File: src/rtl/tmds_pkg.sv
// Shared TMDS definitions: the four control-period tokens (common with the
// encoder) and the word-alignment state encoding used by the receiver.
package tmds_pkg;

  localparam logic [9:0] CTRL_TOKEN_00 = 10'b1101010100;
  localparam logic [9:0] CTRL_TOKEN_01 = 10'b0010101011;
  localparam logic [9:0] CTRL_TOKEN_10 = 10'b0101010100;
  localparam logic [9:0] CTRL_TOKEN_11 = 10'b1010101011;

  typedef enum logic [1:0] {
    SEARCH,
    SLIP_WAIT,
    LOCKED
  } tmds_align_state_t;

endpackage

File: src/rtl/tmds_symbol_decode.sv
// Combinational 10b->8b TMDS symbol decode plus control-token classification.
module tmds_symbol_decode
  import tmds_pkg::*;
(
  input  logic [9:0] sym,
  output logic [7:0] data,
  output logic       is_ctrl,
  output logic [1:0] ctrl_val
);

  logic [7:0] d;

  always_comb begin
    // Undo the DC-balance inversion, then the XOR/XNOR transition coding.
    d       = sym[9] ? ~sym[7:0] : sym[7:0];
    data    = '0;
    data[0] = d[0];
    for (int i = 1; i < 8; i++) begin
      data[i] = sym[8] ? (d[i] ^ d[i-1]) : ~(d[i] ^ d[i-1]);
    end

    is_ctrl  = 1'b1;
    ctrl_val = 2'b00;
    case (sym)
      CTRL_TOKEN_00: ctrl_val = 2'b00;
      CTRL_TOKEN_01: ctrl_val = 2'b01;
      CTRL_TOKEN_10: ctrl_val = 2'b10;
      CTRL_TOKEN_11: ctrl_val = 2'b11;
      default:       is_ctrl  = 1'b0;
    endcase
  end

endmodule

File: src/rtl/tmds_decoder.sv
// Per-channel TMDS receiver: 2-cycle symbol decode pipeline plus a
// word-alignment FSM that hunts for control-token runs and requests bit slips.
module tmds_decoder
  import tmds_pkg::*;
#(
  parameter int LOCK_TOKENS   = 4,
  parameter int SEARCH_CYCLES = 2048,
  parameter int SLIP_SETTLE   = 16
) (
  input  logic       clk_in,
  input  logic       rst_in,
  input  logic [9:0] tmds_in,
  output logic [7:0] data_out,
  output logic [1:0] control_out,
  output logic       ve_out,
  output logic       locked_out,
  output logic       bitslip_out
);

  localparam int RUN_W    = $clog2(LOCK_TOKENS) + 1;
  localparam int WD_W     = $clog2(SEARCH_CYCLES) + 1;
  localparam int SETTLE_W = $clog2(SLIP_SETTLE) + 1;

  logic [9:0]        sym_p1;
  logic              vld_p1;
  logic [7:0]        dec_data_p1;
  logic              is_ctrl_p1;
  logic [1:0]        ctrl_val_p1;

  tmds_align_state_t state, state_nxt;
  logic [RUN_W-1:0]    run_cnt, run_nxt;
  logic [1:0]          prev_val;
  logic [WD_W-1:0]     wd_cnt, wd_nxt;
  logic [SETTLE_W-1:0] settle_cnt, settle_nxt;
  logic                qual;
  logic                slip_nxt;

  // ---- stage 1: register symbol, classify/decode combinationally ----
  always_ff @(posedge clk_in) begin
    if (rst_in) begin
      sym_p1 <= '0;
      vld_p1 <= 1'b0;
    end else begin
      sym_p1 <= tmds_in;
      vld_p1 <= 1'b1;
    end
  end

  tmds_symbol_decode u_decode (
    .sym      (sym_p1),
    .data     (dec_data_p1),
    .is_ctrl  (is_ctrl_p1),
    .ctrl_val (ctrl_val_p1)
  );

  // ---- stage 2: registered decoded outputs ----
  always_ff @(posedge clk_in) begin
    if (rst_in) begin
      data_out    <= '0;
      control_out <= '0;
      ve_out      <= 1'b0;
    end else if (vld_p1) begin
      if (is_ctrl_p1) begin
        data_out    <= '0;
        control_out <= ctrl_val_p1;
        ve_out      <= 1'b0;
      end else begin
        data_out <= dec_data_p1;
        ve_out   <= 1'b1;
      end
    end
  end

  // ---- alignment: token-run counter, watchdog and FSM on stage-1 class ----
  always_comb begin
    run_nxt = '0;
    if (vld_p1 && state != SLIP_WAIT && is_ctrl_p1) begin
      // A nonzero count implies the previous cycle also carried a token.
      if (run_cnt != '0 && ctrl_val_p1 == prev_val)
        run_nxt = (run_cnt == RUN_W'(LOCK_TOKENS)) ? run_cnt : run_cnt + RUN_W'(1);
      else
        run_nxt = RUN_W'(1);
    end
    qual = (run_nxt == RUN_W'(LOCK_TOKENS));

    state_nxt  = state;
    wd_nxt     = wd_cnt + WD_W'(1);
    settle_nxt = '0;
    slip_nxt   = 1'b0;
    case (state)
      SEARCH: begin
        if (qual) begin
          state_nxt = LOCKED;
          wd_nxt    = '0;
        end else if (wd_cnt == WD_W'(SEARCH_CYCLES - 1)) begin
          state_nxt = SLIP_WAIT;
          wd_nxt    = '0;
          slip_nxt  = 1'b1;
        end
      end
      SLIP_WAIT: begin
        wd_nxt     = '0;
        settle_nxt = settle_cnt + SETTLE_W'(1);
        if (settle_cnt == SETTLE_W'(SLIP_SETTLE - 1)) begin
          state_nxt  = SEARCH;
          settle_nxt = '0;
        end
      end
      LOCKED: begin
        if (qual) begin
          wd_nxt = '0;
        end else if (wd_cnt == WD_W'(SEARCH_CYCLES - 1)) begin
          state_nxt = SEARCH;
          wd_nxt    = '0;
        end
      end
      default: begin
        state_nxt = SEARCH;
        wd_nxt    = '0;
      end
    endcase
  end

  always_ff @(posedge clk_in) begin
    if (rst_in) begin
      state       <= SEARCH;
      run_cnt     <= '0;
      prev_val    <= '0;
      wd_cnt      <= '0;
      settle_cnt  <= '0;
      locked_out  <= 1'b0;
      bitslip_out <= 1'b0;
    end else begin
      state      <= state_nxt;
      run_cnt    <= run_nxt;
      wd_cnt     <= wd_nxt;
      settle_cnt <= settle_nxt;
      if (vld_p1 && is_ctrl_p1) prev_val <= ctrl_val_p1;
      locked_out  <= (state_nxt == LOCKED);
      bitslip_out <= slip_nxt;
    end
  end

endmodule

File: config.mk
export PLATFORM = sky130hd
export DESIGN_NAME = tmds_decoder
export DESIGN_NICKNAME = d
export VERILOG_FILES = /design/src/rtl/tmds_pkg.sv /design/src/rtl/tmds_symbol_decode.sv /design/src/rtl/tmds_decoder.sv
export SDC_FILE = /design/constraint.sdc
export NUM_CORES = 1
export LEC_CHECK = 0
export CAP_MARGIN = 20
export CORE_ASPECT_RATIO = 0.7
export CORE_MARGIN = 4
export CORE_UTILIZATION = 45
export DETAILED_ROUTE_END_ITERATION = 10
export GPL_TIMING_DRIVEN = 0
export PLACE_DENSITY = 0.69
export SETUP_SLACK_MARGIN = 0.4
export SKIP_CTS_REPAIR_TIMING = 1
export SLEW_MARGIN = 0
export SYNTH_ARGS = -nofsm -noshare
export SYNTH_HDL_FRONTEND = slang
export SYNTH_SLANG_ARGS = --single-unit
File: constraint.sdc
create_clock -name clk_in -period 3.95 [get_ports clk_in]
set_clock_uncertainty 0.15 [all_clocks]
set_input_delay 0.5925 -clock clk_in [delete_from_list [all_inputs] [get_ports clk_in]]
set_output_delay 0.5925 -clock clk_in [all_outputs]
set_load 0.01 [all_outputs]
Yosys cells after proc, flatten, opt, wreduce, memory -nomap -nowiden
Index checks and enable logic that the tools add are counted.
W data, S select, Z words.
{ "op_classes": {"addsub": 3, "eq_ne": 13, "n_mux": 23, "n_bitwise": 18, "n_reduce_logical": 12} }
{ "ops": {"columns": ["cell", "count"], "rows": [
  ["$eq A10 B10 Y1 const B", 2],
  ["$mux W8", 2],
  ["$add A12 B1 Y12 const B", 1],
  ["$eq A12 B11 Y1 const B", 1],
  ["$pmux W2 S3", 2],
  ["$mux W1", 11],
  ["$eq A10 B8 Y1 const B", 1],
  ["$eq A10 B9 Y1 const B", 1],
  ["$mux W2", 5],
  ["$not A1 Y1", 10],
  ["$mux W3", 3],
  ["$not A8 Y8", 1],
  ["$reduce_or A4 Y1", 2],
  ["$xor A1 B1 Y1", 7],
  ["$eq A3 B3 Y1 const B", 2],
  ["$reduce_or A3 Y1", 2],
  ["$add A5 B1 Y5 const B", 1],
  ["$eq A5 B4 Y1 const B", 1],
  ["$eq A2 B2 Y1 const B", 2],
  ["$logic_and A1 B1 Y1", 4],
  ["$add A3 B1 Y3 const B", 1],
  ["$reduce_bool A3 Y1", 1],
  ["$eq A2 B1 Y1 const B", 1],
  ["$eq A2 B2 Y1", 1],
  ["4 further kinds", 4]
]} }
{ "word_totals": {"register_bits": 48, "in_bits": 12, "output_inout_bits": 13, "elab_cells": 81} }

Logic depth before layout (Yosys ltp)
Gate-level depths: netlist of run 1.
{ "logic_depth": {"depth_word": 10, "ltp_mapped": 8} }

Hierarchy
From an unflattened synthesis of run 1, not the netlist that was laid out.
{ "hier_totals": {"cells_unflattened": 207, "area_unflattened_um2": 1981.9} }
{ "by_module_without_submodules": {"columns": ["module", "instances", "cells_per_inst", "area_per_inst_um2", "seq_area_each_um2"], "rows": [
  ["tmds_decoder", 1, 185, 1783.0, 920.9],
  ["tmds_symbol_decode", 1, 22, 198.9, 0.0]
]} }

Worst setup path after synthesis of run 1
OpenSTA, ideal clock, no wires.
{ "synth_path": {"path_type": "reg2reg", "start": "register run_cnt[0]", "end": "register wd_cnt[4]", "arrival_ns": 1.927, "required_ns": 3.679, "slack_ns": 1.752, "stages_incl_launch_ff": 8, "synth_period_minus_slack_ns": 2.198, "cell_sequence": "dfxtp_1 -> inv_2 -> ha_1 -> or3_1 -> a311o_1 -> a2111oi_4 -> buf_6 -> nor3_2"} }
{ "synth_between": {"elab_chain_cells": 6, "elab_cells_between_ends": 9, "cone_classes": "add/sub (1); eq/ne (2); mux (3); reduce/logical (3)"} }
{ "synth_lines": {"columns": ["element", "line", "text"], "rows": [
  ["start, declared", "tmds_decoder.sv:31", "logic [RUN_W-1:0] run_cnt, run_nxt;"],
  ["start signal, assigned", "tmds_decoder.sv:135", "run_cnt <= run_nxt;"],
  ["$add A3 B1 Y3, or another cell as far along", "tmds_decoder.sv:80", "run_nxt = (run_cnt == RUN_W'(LOCK_TOKENS)) ? run_cnt : run_cnt + RUN_W'(1);"],
  ["$mux W3 or $logic_and A1 B1 Y1 (tied branches)", "tmds_decoder.sv:80, tmds_decoder.sv:79", null],
  ["$mux W3 *", "tmds_decoder.sv:79", "if (run_cnt != '0 && ctrl_val_p1 == prev_val)"],
  ["$mux W3 *", "tmds_decoder.sv:77", "if (vld_p1 && state != SLIP_WAIT && is_ctrl_p1) begin"],
  ["$eq A3 B3 Y1 *", "tmds_decoder.sv:84", "qual = (run_nxt == RUN_W'(LOCK_TOKENS));"],
  ["$reduce_or A4 Y1 (no source line) *", null, null],
  ["end signal, assigned", "tmds_decoder.sv:136", "wd_cnt <= wd_nxt;"],
  ["end, declared", "tmds_decoder.sv:33", "logic [WD_W-1:0] wd_cnt, wd_nxt;"]
]} }
Every way passes the cells marked *; elsewhere a longest branch is shown, timed or not.
A chain may end at the register's enable or synchronous reset.

Worst setup path after layout of run 1
{ "layout_path": {"start": "register run_cnt[0]", "end": "register state[0]"} }
{ "layout_between": {"elab_chain_cells": 7, "elab_cells_between_ends": 11, "cone_classes": "add/sub (1); eq/ne (2); mux (6); reduce/logical (2)"} }
{ "layout_lines": {"columns": ["element", "line", "text"], "rows": [
  ["$add A3 B1 Y3, or another cell as far along", "tmds_decoder.sv:80", null],
  ["$mux W3 or $logic_and A1 B1 Y1 (tied branches)", "tmds_decoder.sv:80, tmds_decoder.sv:79", null],
  ["$mux W3 *", "tmds_decoder.sv:79", null],
  ["$mux W3 *", "tmds_decoder.sv:77", null],
  ["$eq A3 B3 Y1 *", "tmds_decoder.sv:84", null],
  ["$mux W2, on equally long branches", "tmds_decoder.sv:110, tmds_decoder.sv:92", null],
  ["$pmux W2 S3 *", "tmds_decoder.sv:90", "case (state)"],
  ["end signal, assigned", "tmds_decoder.sv:134", "state <= state_nxt;"],
  ["end, declared", "tmds_decoder.sv:30", "tmds_align_state_t state, state_nxt;"]
]} }
Marks and branches as above.

==> results.md, run 1 <==
Run status:
- The flow ran to the end, and the final reports show no timing, DRC or antenna violations.

Clock tree:
- The H-tree depth is 2.
- The clock insertion delay at the later pin of the skew report is 0.30 ns.
- The CTS buffer count is 5.
- The clock tree buffer depth is 2.
- The tree built by TritonCTS fans out to between 40 and 50 sinks.
- After clock tree synthesis, the clock-pin slew on the worst setup and hold paths is about 0.080 ns.
- The TritonCTS clock tree is done.
- The tree is rooted in a sky130_fd_sc_hd__clkbuf_8.

Synthesis:
- Summing the sequential cell areas from Yosys gives 43.8% of the chip area.
- The number of distinct library cells after synthesis is 47.
- The most common flop cell mapped by yosys is sky130_fd_sc_hd__dfxtp_1.
- During synthesis, Yosys emitted a total of 0 warnings.
- The cell area after synthesis is between 0.002 and 0.0025 mm^2.
- Counting flops with a built-in enable in the synthesized netlist gives 0.
- The proportion of synthesized flip-flops having asynchronous set or reset is 0%.
- The post-synth net total is 240.
- Counting every instance in the synthesized netlist gives approximately 220.
- The average instance in the mapped netlist occupies 9.43 um^2.
- The number of synthesized register bits is between 40 and 50.
- Ranked by total cell area, the synthesized netlist is headed by sky130_fd_sc_hd__dfxtp_1 44%, sky130_fd_sc_hd__nor2b_1 4.2%, sky130_fd_sc_hd__xor2_1 4.2%, sky130_fd_sc_hd__nor3_2 3.8%, sky130_fd_sc_hd__xnor2_1 3.8%.
- The proportion of netlist area held by the largest area contributor is a little over two fifths.
- The largest total area in the synthesized netlist belongs to sky130_fd_sc_hd__dfxtp_1.

Power and ir drop:
- The internal portion of total power is about 660 uW.
- The combinational share of power is a little under a tenth.
- Across the VDD grid, the largest voltage drop is 202 uV.
- The part of the power in the clock network is about a third.
- The power density normalized to cell area is 345 mW/mm^2.
- Power comes to around 860 uW.
- The total net switching power is 200 uW.
- Of the total power, the share spent switching nets is 23.1%.
- Sequential cells burn a little under three fifths of the power.
- Summed over all cells, the static leakage comes to between 0.9 and 1 nW.

Placed design:
- The count of port buffers added during placement is 24.
- OpenSTA, run right after detailed placement, puts the worst setup slack at 1.56 ns.
- After detailed placement, the design holds a cell count of 302.
- The HPWL reported at the end of detailed placement is roughly 2900 um.
- The routability congestion estimate is a little under 0.8.

Setup path:
- Traced cell by cell, the critical path runs through inv_2 -> ha_1 -> or3_1 -> a311o_1 -> a2111oi_4 -> buf_6 -> a21oi_1.
- On the critical path, the stage with the largest delay is an instance of sky130_fd_sc_hd__a2111oi_4.
- For the worst flop-to-flop path, the logic depth is 7.
- The worst path arrival time is between 2 and 2.5 ns.
- Of all nets on the critical path, the largest fanout is 10.
- The critical path class is reg -> reg.
- On the worst path, the slowest cell contributes a delay of about 0.44 ns.
- The sort of element at the start of the critical path is a flop.
- STA classifies the critical path endpoint as a flop.
- The required time reported for the critical path endpoint is 3.98 ns.

Drt:
- For this run, the detailed router's first-pass iteration total came to 5.
- The DRC violation count after routing is 0.
- The detailed router finished its first iteration with 62 violations.
- The final wirelength is ~3700 um.
- The via count is approximately 1600.
- The number of antenna-violating nets in the routed design is 0.
- Dividing the detail-routed wire length by the instance count gives roughly 12 um.
- In the routed layout, each cell is associated on average with a via count of about 5.

STA:
- For this run, the top clock speed supported by timing is 418 MHz.
- The normalized max-slew margin is 46.1%.
- In the finished design, the share of the clock period the worst path needs comes to around three fifths.
- The clock period could shrink to between 2 and 2.5 ns.
- The hold violation total from the final report is 0.
- The setup TNS after final layout is 0 ns.
- At the pin with the least slew margin, the transition time is 0.802 ns.
- The final setup slack of the worst path is 1.56 ns.
- Setup repair after global routing left no endpoint under its margin.
- Setup violations remaining at the end of the flow were counted as 0.
- The final number of max-transition violations is 0.

Layout:
- Relative to the synthesized area, the layout overhead comes to 19.0%.
- Excluding fillers, the count of instances in the completed layout stands at 310.
- The filler cells instantiated in the layout total about 420.
- The proportion of layout cells with a drive suffix above 1 is 12.2%.
- For this run, the post-layout net count is 271.
- 0 antenna diodes ended up in the layout.

Floorplan:
- The boundary pin count is 25.
- In this run the core area contains 20 standard-cell rows.
- The floorplan step set the die width to between 80 and 90 um.
- For this configuration, the core starts out at a cell density of a little under half.
- The floorplan core area is roughly 0.0044 mm^2.
- The die height is around 65 um.
- The die outline area is 0.00585 mm^2.

GRT:
- The total global-route track usage is 14.3%.
- The global-route wire length before repair is roughly 6400 um.
- The via count of the first global-routing pass is between 1000 and 1500.
- The largest net degree at the start of global routing is 14.
- The number of antenna violations at the first check in global routing was 0.
- The overflow left after global routing is 0.

Run:
- The tool flagged a number of max-cap violations equal to 0.

Hold path:
- The number of cells on the worst hold path is 1.
- The min-delay analysis places its worst path in the category reg -> reg.
==> registers in the layout (all words and copies together), names as in the netlist <==
name	count
bitslip_out	1
control_out	2
data_out	8
locked_out	1
run_cnt	3
settle_cnt	5
state	2
sym_p1	10
ve_out	1
vld_p1	1
wd_cnt	12
==> worst paths after layout <==
check | startpoint | endpoint | slack (ns)
min | settle_cnt[0] | settle_cnt[0] | 0.30
max | run_cnt[0] | state[0] | 1.56
min reg2reg | settle_cnt[0] | settle_cnt[0] | 0.30
max reg2reg | run_cnt[0] | state[0] | 1.56
==> synthesized netlist by cell type, types with 2 or more instances <==
cell type and count:
sky130_fd_sc_hd__inv_1 8, sky130_fd_sc_hd__nor3b_1 3, sky130_fd_sc_hd__xor2_1 10, sky130_fd_sc_hd__o22ai_1 2
sky130_fd_sc_hd__a22oi_1 3, sky130_fd_sc_hd__o21ai_0 9, sky130_fd_sc_hd__xnor2_1 9, sky130_fd_sc_hd__buf_6 2
sky130_fd_sc_hd__mux2i_1 2, sky130_fd_sc_hd__nor2_1 20, sky130_fd_sc_hd__or3_1 4, sky130_fd_sc_hd__nand2_1 15
sky130_fd_sc_hd__nand4_1 2, sky130_fd_sc_hd__ha_1 5, sky130_fd_sc_hd__nor3_2 8, sky130_fd_sc_hd__a21oi_1 11
sky130_fd_sc_hd__nor3_1 8, sky130_fd_sc_hd__clkbuf_1 6, sky130_fd_sc_hd__and2_1 4, sky130_fd_sc_hd__nor2b_1 14
sky130_fd_sc_hd__dfxtp_1 46, sky130_fd_sc_hd__nand3_1 7
==> critical path, delay by kind of cell (launching register included) <==
| family | cells | cell delay, ns |
|---|---|---|
| AO/OA/AOI/OAI | 3 | 0.86 |
| adder cells (fa/ha/maj) | 1 | 0.24 |
| buffers and inverters | 2 | 0.29 |
| flip-flops | 1 | 0.41 |
| AND/OR/NAND/NOR | 1 | 0.32 |
==> per-stage QoR <==
stage | cell area, um^2 | hold slack [ns] | util [%]
floorplan | 2100 | 0.268 | -
global placement | 2410 | 0.279 | 54.4
detailed placement | 2410 | 0.288 | 54.4
CTS | 2500 | 0.308 | 56.5
global route | 2500 | 0.332 | 56.5
finish | 2500 | 0.303 | 56.5
==> logic make-up (layout without fill, tap and decap cells) <==
group / after synthesis / after routing / share of synthesized area, %
and+or+nand+nor: 100 / 100 / 29.7
DFF: 46 / 46 / 43.8
AOI/OAI and AO/OA: 33 / 33 / 10.7
xor gates and xnor gates: 19 / 19 / 7.92
buffers and inverters: 18 / 50 / 3.99
adders and majority gates: 5 / 5 / 2.98
muxes: 2 / 2 / 0.952
==> final cells by class <==
class / count / area, um^2 / share of cell area, %
Clock buffer: 7 / 86.3 / 3.45
Multi-Input combinational cell: 159 / 1100 / 43.8
Inverter: 9 / 33.8 / 1.35
Buffer: 9 / 50.0 / 2.00
Tap cell: 55 / 68.8 / 2.75
Sequential cell: 46 / 921 / 36.8
Clock inverter: 1 / 5.00 / 0.200
Timing Repair Buffer: 24 / 240 / 9.60
==> power by group through the flow <==
stage	registers, mW	logic (mW)	clock network (mW)
after global placement	0.502	0.0793	0
after global routing	0.495	0.0879	0.318
after CTS	0.492	0.0807	0.300
after detailed placement	0.503	0.0796	0
after floorplan	0.504	0.0439	0
final	0.492	0.0797	0.293
==> per-layer routing <==
layer	GRT usage, %	vias to the layer above	part of all wire [%]
met1	21.7	696	54
met4	5.58	0	1.8
met5	0	-	0
li1	-	828	-
met2	19.1	25	40
met3	3.38	7	3.6
==> layout by cell type, fill, tap and decap left out, types with 2 or more instances in the layout <==
cell type,count
sky130_fd_sc_hd__nand2_1,15
sky130_fd_sc_hd__nand3_1,7
sky130_fd_sc_hd__nand4_1,2
sky130_fd_sc_hd__ha_1,5
sky130_fd_sc_hd__buf_6,2
sky130_fd_sc_hd__nor3b_1,3
sky130_fd_sc_hd__and2_1,4
sky130_fd_sc_hd__o21ai_0,9
sky130_fd_sc_hd__clkbuf_1,7
sky130_fd_sc_hd__xnor2_1,9
sky130_fd_sc_hd__a21oi_1,11
sky130_fd_sc_hd__dfxtp_1,46
sky130_fd_sc_hd__mux2i_1,2
sky130_fd_sc_hd__nor3_1,8
sky130_fd_sc_hd__inv_1,8
sky130_fd_sc_hd__a22oi_1,3
sky130_fd_sc_hd__o22ai_1,2
sky130_fd_sc_hd__clkdlybuf4s50_1,24
sky130_fd_sc_hd__or3_1,4
sky130_fd_sc_hd__xor2_1,10
sky130_fd_sc_hd__clkbuf_8,6
sky130_fd_sc_hd__nor2b_1,14
sky130_fd_sc_hd__nor2_1,20
sky130_fd_sc_hd__nor3_2,8
No activity file was read; power rests on OpenSTA's default activity.
==> inputs of run 2 (changes only) <==
--- a/config.mk
+++ b/config.mk
@@ -11,7 +11,7 @@
 export CORE_UTILIZATION = 45
 export DETAILED_ROUTE_END_ITERATION = 10
 export GPL_TIMING_DRIVEN = 0
-export PLACE_DENSITY = 0.69
+export PLACE_DENSITY = 0.71
 export SETUP_SLACK_MARGIN = 0.4
 export SKIP_CTS_REPAIR_TIMING = 1
 export SLEW_MARGIN = 0
==> constraint.sdc (replaced) <==
create_clock -name clk_in -period 2.1 [get_ports clk_in]
set_clock_uncertainty 0.15 [all_clocks]
set_input_delay 0.315 -clock clk_in [delete_from_list [all_inputs] [get_ports clk_in]]
set_output_delay 0.315 -clock clk_in [all_outputs]
set_load 0.01 [all_outputs]
==> results.md, run 2 (synthesis gave the netlist of run 1 again) <==
Run status:
- The flow ran to the end, but the final reports show violations.
- The checks that failed: negative setup slack.

Layout:
- The register cell area after layout was 933 um^2 (+1.4%).
- The proportion of layout cells with a drive suffix above 1 came to 28.4% (+16 points).
- The multi-input combinational cell area is 0.00123 mm^2 (+12%).
- In the layout the commonest cells are 38 x sky130_fd_sc_hd__dfxtp_1, 22 x sky130_fd_sc_hd__clkdlybuf4s50_1, 15 x sky130_fd_sc_hd__nand2_1, 15 x sky130_fd_sc_hd__nor2_1, 12 x sky130_fd_sc_hd__nor2b_1.
- The final non-filler cell total was 323 (+4.2%).
- The number of diodes is 0 (unchanged).
- The library cell used most frequently in the layout, excluding fill and tap cells, is sky130_fd_sc_hd__dfxtp_1.
- The flip-flop count of the largest register after layout is 12 (unchanged).
- The register ranked first by flip-flop count is wd_cnt.
- Compared with the post-synthesis result, the final layout area differs by 32.1%.
- The number of nets in the layout came to 284 (+4.8%).
- The largest registers in the layout are wd_cnt: 12 flops, sym_p1: 10 flops, data_out: 8 flops.
- The number of filler instances in the final layout is 376 (-10%).

Setup path:
- The most critical setup path has its startpoint at run_cnt[0].
- The endpoint of the worst register-to-register path is state[0].
- The maximum fanout along the worst path is 5 (-5).
- The required time reported for the critical path endpoint is 2.14 ns (-1.84 ns).
- The reg2reg setup slack is -0.15 ns (-1.71 ns).
- The worst path arrival time is 2.29 ns (-0.13 ns).
- Following the worst setup path forward leads to its endpoint at state[0].
- The endpoint kind of the worst setup timing path is a flop.
- The total buffers and inverters traversed by the critical path was 2 (unchanged).
- The worst register-to-register path begins at run_cnt[0].
- The depth of the worst register-to-register path is 7 (unchanged).
- The cell with the largest stage delay on the worst path is sky130_fd_sc_hd__a311o_1.
- The gate family responsible for the most delay along the worst path is compound AO/OA/AOI/OAI gates.
- The worst setup path is launched from a flop.
- The maximum cell stage delay along the critical path is 0.38 ns (-0.06 ns).
- Traced cell by cell, the critical path runs through ha_4 -> or3_1 -> a311o_1 -> a2111oi_4 -> buf_4 -> buf_6 -> a21oi_1.
- The critical path class is reg -> reg.
- The number of stages on the worst setup path is 7 (unchanged).

Placed design:
- The number of cells in the design after placement is 302 (unchanged).
- The routability congestion estimate is 0.790 (+0.82%).
- The HPWL reported at the end of detailed placement is 2910 um (+1.6%).
- The count of port buffers added during placement came to 24 (unchanged).

STA:
- The timing-limited maximum frequency came to 445 MHz (+6.3%).
- The minimum period implied by the final worst setup slack is 2.25 ns (-0.143 ns).
- The total of endpoints with negative setup slack in the final report is 14 (+14).
- The setup TNS after final layout is -1.66 ns (-1.66 ns).
- The normalized max-slew margin came to 70.6% (+24 points).
- The share of the clock period used by the worst path after layout is 107% (+47 points).
- The hold violation total from the final report is 0 (unchanged).
- The slew at the pin closest to its max-slew limit is 0.438 ns (-0.364 ns).
- The final number of max-transition violations is 0 (unchanged).
- The final setup slack of the worst path is -0.147 ns (-1.71 ns).
- Setup repair after global routing could not meet its margin everywhere.

Floorplan:
- The chip width is 89.7 um (unchanged).
- The starting utilization of the core area came to 47.5% (unchanged).
- The floorplan core area came to 0.00443 mm^2 (unchanged).
- The die outline area is 0.00585 mm^2 (unchanged).
- The die height came to 65.2 um (unchanged).
- The cell row count was 20 (unchanged).
- The boundary pin count is 25 (unchanged).

Drt:
- The via count is 1656 (+6.4%).
- The final wirelength is 4240 um (+13%).
- The via density per instance came to 5.13 (+2.1%).
- The number of antenna-violating nets in the routed design was 0 (unchanged).
- The DRC violation count after routing was 0 (unchanged).
- The violation count after the first detailed-route iteration is 70 (+13%).
- The iteration count of the initial detailed-routing pass is 4 (-1).
- The per-cell routed wire length came to 13.1 um (+8.7%).

GRT:
- The number of antenna violations at the first check in global routing is 0 (unchanged).
- The global-route wire length before repair is 6720 um (+4.6%).
- The met3 routing resource usage after global routing came to 4.51% (+1.1 points).
- The via count of the first global-routing pass was 1458 (+4.3%).
- The met2 usage in global routing is 19.5% (+0.46 points).
- The total global-route track usage is 14.8% (+0.54 points).
- The overflow left after global routing was 0 (unchanged).
- The largest net degree at the start of global routing is 14 (unchanged).
- After global routing, the most crowded layer is met1.
- The met1 track demand over resource in global routing is 22.2% (+0.51 points).

Clock tree:
- The clock insertion delay at the later pin of the skew report is 0.30 ns (about the same).
- The clock sink count is 46 (unchanged).
- TritonCTS built the clock tree.
- The clock tree buffer depth is 2 (unchanged).
- The CTS buffer count is 5 (unchanged).
- The clock-pin slew on the worst setup and hold paths is 0.08 ns (about the same).
- The H-tree depth is 2 (unchanged).
- CTS placed an instance of sky130_fd_sc_hd__clkbuf_8 at the clock tree root.

Hold path:
- The path class of the tightest hold or removal check is reg -> reg.
- The beginning of the worst hold path is settle_cnt[0].

Power and ir drop:
- The static leakage is 1.02 nW (+12%).
- The power density normalized to cell area is 594 mW/mm^2 (+72%).
- The largest vdd supply drop is 420 uV (+110%).

Run:
- The number of max-cap violations came to 0 (unchanged).
-- run 2: cell count changes in the layout (fill, tap and decap cells not counted), sizes merged --
cell,before,now
clkdlybuf4s50,24,22
buf,3,17
clkbuf,13,12
dlymetal6s2s,0,2
-- run 2: area by class of cell --
type	count	area share, %
clock buffer	7	3.11
timing repair buffer	37	12.6
buffer	9	2.39
inverter	9	1.31
tap	55	2.48
clock inverter	1	0.180
sequential	46	33.6
multi-input combinational	159	44.3
-- run 2: how the worst min path moves through the flow --
| stage | endpoint | slack (ns) | cells past startpoint |
|---|---|---|---|
| finish | settle_cnt[0] | 0.28 | 1 |
| global route | settle_cnt[0] | 0.30 | 1 |
| CTS | data_out[5] | 0.31 | 2 |
| detailed placement | data_out[5] | 0.30 | 2 |
| global placement | settle_cnt[0] | 0.29 | 1 |
| floorplan | settle_cnt[0] | 0.27 | 1 |
-- run 2: routing by layer --
metal | vias to the layer above | routed length, um
met2 | 27 | 1830
met3 | 7 | 169
li1 | 857 | -
met1 | 765 | 2180
met4 | 0 | 63
met5 | - | 0
-- run 2: through the flow --
stage	utilization (%)	area, um^2	hold WS, ns	power [mW]	setup slack (ns)
after global placement	54.9	2430	0.286	1.10	-0.175
after global routing	62.7	2780	0.302	1.71	-0.217
after CTS	57.0	2520	0.310	1.65	-0.170
after floorplan	-	2120	0.268	1.03	0.0503
final	62.7	2780	0.281	1.65	-0.147
after detailed placement	54.9	2430	0.298	1.10	-0.155
-- run 2: power by group --
| group | switching, mW | internal [mW] |
|---|---|---|
| combinational | 0.0729 | 0.0902 |
| clock | 0.292 | 0.266 |
| sequential | 0.0259 | 0.901 |
